[src/rtl/pcm_pkg.sv]
// Shared types and constants for the PCM A-law expansion path.
// Optional build macro used by this slice: PCM_EVEN_BIT_INVERT_EN.
package pcm_pkg;

  localparam int PCM_LOG_W = 8;
  localparam int PCM_LIN_W = 13;
  localparam logic [PCM_LOG_W-1:0] PCM_EVEN_MASK = 8'h55;

  typedef logic [PCM_LOG_W-1:0] pcm_log_t;
  typedef logic [PCM_LIN_W-1:0] pcm_lin_t;

  // Undo G.711 even-bit line inversion on a received log byte.
  function automatic pcm_log_t pcm_even_bit_restore(input pcm_log_t line_byte);
    return line_byte ^ PCM_EVEN_MASK;
  endfunction

endpackage

[src/rtl/pcm_alaw_expand.sv]
// Purely combinational A-law log-to-linear expander.
// Output is 13-bit sign-magnitude: bit 12 sign, bits 11:0 magnitude.
// The segment shift is written out per segment so every result bit is explicit.
module pcm_alaw_expand
  import pcm_pkg::*;
(
  input  pcm_log_t log_i,
  output pcm_lin_t lin_o
);

  logic [3:0]  mant_s;
  logic [11:0] mag_s;

  assign mant_s = log_i[3:0];

  // Segment decode: segment 0 is linear, segments 1..7 double the step each time.
  always_comb begin
    mag_s = 12'h000;
    case (log_i[6:4])
      3'd0:    mag_s = {7'b0000000, mant_s, 1'b1};
      3'd1:    mag_s = {6'b000000, 1'b1, mant_s, 1'b1};
      3'd2:    mag_s = {5'b00000, 1'b1, mant_s, 1'b1, 1'b0};
      3'd3:    mag_s = {4'b0000, 1'b1, mant_s, 1'b1, 2'b00};
      3'd4:    mag_s = {3'b000, 1'b1, mant_s, 1'b1, 3'b000};
      3'd5:    mag_s = {2'b00, 1'b1, mant_s, 1'b1, 4'b0000};
      3'd6:    mag_s = {1'b0, 1'b1, mant_s, 1'b1, 5'b00000};
      3'd7:    mag_s = {1'b1, mant_s, 1'b1, 6'b000000};
      default: mag_s = 12'h000;
    endcase
  end

  assign lin_o = {log_i[7], mag_s};

endmodule

[src/rtl/pcm_expand_arbiter.sv]
// Round-robin arbiter sharing one A-law expander between NUM_CH PCM channels.
// Stage 1 holds the accepted log byte and its channel, stage 2 holds the
// expanded linear sample; the output is tagged with the source channel.
// Build macro PCM_EVEN_BIT_INVERT_EN: when defined the accepted byte has its
// even bits restored (XOR 8'h55) before expansion; timing is unchanged.
module pcm_expand_arbiter
  import pcm_pkg::*;
#(
  parameter int NUM_CH = 4,
  parameter int CH_W   = $clog2(NUM_CH)
) (
  input  logic                  clk,
  input  logic                  rst_n,
  input  logic [NUM_CH-1:0]     in_valid,
  input  logic [8*NUM_CH-1:0]   in_data,
  output logic [NUM_CH-1:0]     in_ready,
  output logic                  out_valid,
  input  logic                  out_ready,
  output logic [PCM_LIN_W-1:0]  out_data,
  output logic [CH_W-1:0]       out_ch
);

  // Round-robin pointer
  logic [CH_W-1:0]   rr_ptr_q, rr_ptr_d;

  // Stage 1: log byte and channel
  logic              s1_valid_q, s1_valid_d;
  pcm_log_t          s1_log_q, s1_log_d;
  logic [CH_W-1:0]   s1_ch_q, s1_ch_d;

  // Stage 2: linear sample and channel (drives the outputs)
  logic              out_valid_q, out_valid_d;
  pcm_lin_t          out_data_q, out_data_d;
  logic [CH_W-1:0]   out_ch_q, out_ch_d;

  // Arbitration and flow control
  logic              grant_vld_s;
  logic [CH_W-1:0]   grant_ch_s;
  logic              s1_free_s;
  logic              s2_free_s;
  logic              s1_accept_s;
  logic              s2_load_s;
  logic [NUM_CH-1:0] in_ready_s;

  // Expander interface
  pcm_log_t          exp_in_s;
  pcm_lin_t          exp_out_s;

  // A stage can take new data when empty or when its content leaves this cycle.
  assign s2_free_s   = !out_valid_q || out_ready;
  assign s1_free_s   = !s1_valid_q || s2_free_s;
  assign s1_accept_s = grant_vld_s && s1_free_s;
  assign s2_load_s   = s1_valid_q && s2_free_s;

  // Round-robin search: first valid channel starting at the pointer, with wrap.
  always_comb begin
    logic [CH_W:0] idx_v;
    logic [CH_W:0] cand_v;
    logic          hit_v;
    grant_vld_s = 1'b0;
    grant_ch_s  = {CH_W{1'b0}};
    idx_v       = {(CH_W+1){1'b0}};
    cand_v      = {(CH_W+1){1'b0}};
    hit_v       = 1'b0;
    for (int k = 0; k < NUM_CH; k++) begin
      idx_v       = {1'b0, rr_ptr_q} + (CH_W+1)'(k);
      cand_v      = (idx_v >= (CH_W+1)'(NUM_CH)) ? (idx_v - (CH_W+1)'(NUM_CH)) : idx_v;
      hit_v       = !grant_vld_s && in_valid[cand_v[CH_W-1:0]];
      grant_ch_s  = hit_v ? cand_v[CH_W-1:0] : grant_ch_s;
      grant_vld_s = grant_vld_s || hit_v;
    end
  end

  // One-hot accept towards the granted channel, only when stage 1 can take it.
  always_comb begin
    in_ready_s = {NUM_CH{1'b0}};
    if (s1_accept_s) begin
      in_ready_s[grant_ch_s] = 1'b1;
    end else begin
      in_ready_s = {NUM_CH{1'b0}};
    end
  end

  assign in_ready = in_ready_s;

  // Pointer moves past the winner only on an accepted transfer.
  always_comb begin
    rr_ptr_d = rr_ptr_q;
    if (s1_accept_s) begin
      rr_ptr_d = (grant_ch_s == CH_W'(NUM_CH - 1)) ? {CH_W{1'b0}} : (grant_ch_s + CH_W'(1));
    end else begin
      rr_ptr_d = rr_ptr_q;
    end
  end

  // Stage 1 next state: load on accept, empty when drained into stage 2.
  always_comb begin
    s1_valid_d = s1_valid_q;
    s1_log_d   = s1_log_q;
    s1_ch_d    = s1_ch_q;
    if (s1_accept_s) begin
      s1_valid_d = 1'b1;
      s1_log_d   = in_data[8*grant_ch_s +: 8];
      s1_ch_d    = grant_ch_s;
    end else if (s2_load_s) begin
      s1_valid_d = 1'b0;
    end else begin
      s1_valid_d = s1_valid_q;
    end
  end

  // Line-coding restore ahead of the expander.
  always_comb begin
`ifdef PCM_EVEN_BIT_INVERT_EN
    exp_in_s = pcm_even_bit_restore(s1_log_q);
`else
    exp_in_s = s1_log_q;
`endif
  end

  pcm_alaw_expand u_expand (
    .log_i (exp_in_s),
    .lin_o (exp_out_s)
  );

  // Stage 2 next state: load expander result, drop valid once consumed.
  always_comb begin
    out_valid_d = out_valid_q;
    out_data_d  = out_data_q;
    out_ch_d    = out_ch_q;
    if (s2_load_s) begin
      out_valid_d = 1'b1;
      out_data_d  = exp_out_s;
      out_ch_d    = s1_ch_q;
    end else if (out_ready) begin
      out_valid_d = 1'b0;
    end else begin
      out_valid_d = out_valid_q;
    end
  end

  // Pipeline and pointer registers; reset flushes both stages.
  always_ff @(posedge clk or negedge rst_n) begin
    if (!rst_n) begin
      rr_ptr_q    <= {CH_W{1'b0}};
      s1_valid_q  <= 1'b0;
      s1_log_q    <= {PCM_LOG_W{1'b0}};
      s1_ch_q     <= {CH_W{1'b0}};
      out_valid_q <= 1'b0;
      out_data_q  <= {PCM_LIN_W{1'b0}};
      out_ch_q    <= {CH_W{1'b0}};
    end else begin
      rr_ptr_q    <= rr_ptr_d;
      s1_valid_q  <= s1_valid_d;
      s1_log_q    <= s1_log_d;
      s1_ch_q     <= s1_ch_d;
      out_valid_q <= out_valid_d;
      out_data_q  <= out_data_d;
      out_ch_q    <= out_ch_d;
    end
  end

  assign out_valid = out_valid_q;
  assign out_data  = out_data_q;
  assign out_ch    = out_ch_q;

endmodule

[config.mk]
export PLATFORM = sky130hd
export DESIGN_NAME = pcm_expand_arbiter
export DESIGN_NICKNAME = d
export VERILOG_FILES = /design/src/rtl/pcm_pkg.sv /design/src/rtl/pcm_alaw_expand.sv /design/src/rtl/pcm_expand_arbiter.sv
export SDC_FILE = /design/constraint.sdc
export NUM_CORES = 1
export LEC_CHECK = 0
export CAP_MARGIN = 30
export CORE_MARGIN = 4
export CORE_UTILIZATION = 30
export DETAILED_ROUTE_END_ITERATION = 10
export GPL_TIMING_DRIVEN = 0
export RECOVER_POWER = 100
export SYNTH_ARGS = -nofsm -noshare
export SYNTH_HDL_FRONTEND = slang
export SYNTH_SLANG_ARGS = --single-unit
[constraint.sdc]
create_clock -name clk -period 2.1 [get_ports clk]
set_clock_uncertainty 0.2 [all_clocks]
set_input_delay 0.315 -clock clk [delete_from_list [all_inputs] [get_ports clk]]
set_output_delay 0.315 -clock clk [all_outputs]
set_load 0.03 [all_outputs]
==> impl_metrics.ini <==
[place]
gp_congestion = 0.831
place_area_um2 = 2380
port_buffers = 58
post-dp-hpwl_um = 3150
dp_cells = 300

[clocking]
clockBufferDepth = 2
clk_latency_ns = 0.27
clkSinkCount = 29
ctsHoldBuffers = 0
path_clk_slew_ns = 0.06
h-tree-depth = 2
cts_made_buffers = 5
cts_tree = yes
clock-root-buffer = clkbuf_8

[logic_synthesis]
ys_seq_area_share_pct = 43.5
yosysWarnings = 0
ys_ff_latch = 29
syn_nets = 211
synthDistinctLibCells = 35
syn_inst = 171
syn_area_um2 = 1670
avgSynthCellArea_um2 = 9.75

[layout]
final_nets = 285
final_cell_mix = clkdlybuf4s50_1, dfrtp_1, nand2_1, dlygate4sd3_1
final_cell_area_um2 = 2570
layout_commonest_cell = clkdlybuf4s50_1
num_antenna_cells = 0
layout-drive-gt1-share_pct = 20.3
area_delta_synth_final_pct = 54.0
fill_cells = 521
fin_cells = 316
finish.utilization_pct = 49.0

[power]
p_sw_mw = 1.25
swShare_pct = 40.8
powerDensity_nw_per_um2 = 1190
pwr-share-seq_pct = 30.4
pwr-share-comb_pct = 55.8
pwr-share-clk_pct = 13.8
ir_worst_vdd_v = 0.000450
total_power_mw = 3.06
internal_power_mw = 1.81
p_leak_nw = 1.11

[run_status]
failed_checks = negative setup slack
status = complete, but fails checks

[drt]
wl_met1_um = 1870
drc_errors = 0
highest_layer = met4
dr.pass1.iters = 4
vias = 1491
routedWlPerCell_um = 12.8
antenna_left = 0
viasPerCell = 4.72
wl_met2_um = 1730
wl_met3_um = 386
drt_wl_total_um = 4040
drt_iter0_drc = 69

[die]
dieHeight_um = 82.6
io_pins = 59
rows = 26
dieArea_um2 = 6820
fp.coreArea_um2 = 5240
start_util_pct = 31.8
die_width_um = 82.6

[run]
max-cap-violations = 0

[grt]
grt_max_degree = 18
grt_pass1_vias = 1495
antenna_found_initial = 0
grt_remaining_overflow = 0
grt_usage_pct = 13.5
grt_pass1_wl_um = 6930

[setup_path]
critPathKind = reg -> out
cp_slowest_cell = dfrtp_2
worstPathArrival_ns = 1.81
slowest_delay_ns = 0.45
crit_fanout = 5
path_buf_inv = 4
crit_path_end_kind = output port
critPathRequiredTime_ns = 1.58
crit_family = flip-flops
start_kind = flop
crit_chain = mux2_4, o221ai_4, buf_12, inv_8, ha_4, inv_2, nor2_2, buf_6

[sta]
max_slew_margin_pct = 52.8
timing.final.ws_setup_ns = -0.229
fmax_mhz = 429
period_share_pct = 111
slew_viol_final = 0
setup_viol = 12
hold_ws_ns = 0.271
tightest_slew_ns = 0.706
period_needed_ns = 2.33
rsz0062_at_grt = true
hold_viol_final = 0

[worst_hold_path]
min_path_type = reg -> reg
==> area by class of cell <==
type                            instances  area, um^2  share of cell area [%]
Inverter                                8        37.5                    1.46
Sequential cell                        29         727                    28.3
Multi-Input combinational cell        121         901                    35.1
Clock buffer                            8        80.1                    3.12
Timing Repair Buffer                   67         651                    25.3
Tap cell                               70        87.6                    3.41
Buffer                                 13        85.1                    3.31
==> path summary, 6_finish.rpt <==
check / cells past startpoint / startpoint / end / slack [ns]
hold / removal: 2 / out_data[2] / out_data[2] / 0.27
min in group asynchronous: 1 / rst_n / s1_ch_q[1] / 0.33
hold reg to reg: 2 / out_data[2] / out_data[2] / 0.27
max in group asynchronous: 2 / rst_n / rr_ptr_q[1] / 0.36
setup / recovery: 8 / rr_ptr_q[1] / in_ready[3] / -0.23
setup reg to reg: 8 / rr_ptr_q[1] / exp_in_s[4] / -0.16
==> tightest hold or removal path: stages (launching register included) <==
cell     delay [ns]
dfrtp_1        0.34
nand2_1        0.05
o41ai_1        0.05
==> repair_timing <==
action,4_1_cts,5_1_grt
setup buffers,7,1
gates resized for setup,45,2
setup endpoints to repair,15,12
pin swaps,6,3
==> synthesized netlist by cell type, drive strengths merged <==
master | n | area share, %
inv | 8 | 1.8
o21bai | 1 | 0.45
nor4 | 1 | 0.38
a21oi | 7 | 2.1
a211oi | 1 | 0.45
dfrtp | 29 | 44
a21o | 3 | 1.4
o221ai | 1 | 1.6
nand2 | 21 | 4.7
o31ai | 3 | 1.4
a21boi | 2 | 0.90
mux2 | 14 | 9.7
o21ai | 10 | 3.0
buf | 5 | 2.3
or3b | 1 | 0.53
a31oi | 2 | 0.75
ha | 1 | 0.75
nand2b | 8 | 3.0
nand3b | 1 | 0.45
o41ai | 1 | 0.53
a221o | 8 | 4.8
nand3 | 4 | 1.2
nor2 | 4 | 0.90
mux2i | 10 | 6.0
o22ai | 3 | 1.1
a32oi | 1 | 0.53
nor3 | 12 | 3.6
clkbuf | 8 | 1.8
o211ai | 1 | 0.45
==> sequential cells by signal (all words and copies together) (netlist names) <==
name	flops
rr_ptr_q	2
out_ch	2
exp_in_s	8
s1_valid_q	1
out_data	13
out_valid	1
s1_ch_q	2
==> cells by family (layout without fill, tap and decap cells) <==
logic type / count (synthesis) / in the layout / share of synthesized area [%]
AND/OR/NAND/NOR: 52 / 52 / 14.8
multiplexers: 24 / 24 / 15.7
AO/OA/AOI/OAI: 44 / 44 / 19.4
adder cells (fa/ha/maj): 1 / 1 / 0.750
flip-flops: 29 / 29 / 43.5
buffers and inverters: 21 / 96 / 5.93
==> per-stage QoR <==
stage | TNS [ns] | setup WS [ns]
2_1_floorplan | -0.398 | -0.160
3_3_place_gp | -9.79 | -1.12
3_5_place_dp | -9.75 | -1.11
4_1_cts | -2.10 | -0.255
5_1_grt | -2.80 | -0.301
6_report | -1.80 | -0.229
==> power groups by stage <==
stage / sequential [mW] / combinational [mW] / clock, mW
2_1_floorplan: 1.14 / 0.856 / 0
3_3_place_gp: 0.936 / 1.60 / 0
3_5_place_dp: 0.941 / 1.61 / 0
4_1_cts: 0.937 / 1.74 / 0.435
5_1_grt: 0.969 / 1.87 / 0.463
6_report: 0.930 / 1.71 / 0.421
==> layer usage <==
metal  track usage, %  vias up
li1                 -      776
met1             17.1      661
met2             20.1       49
met3             6.18        5
met4             4.90        0
met5                0        -
No activity file was read; power rests on OpenSTA's default activity.
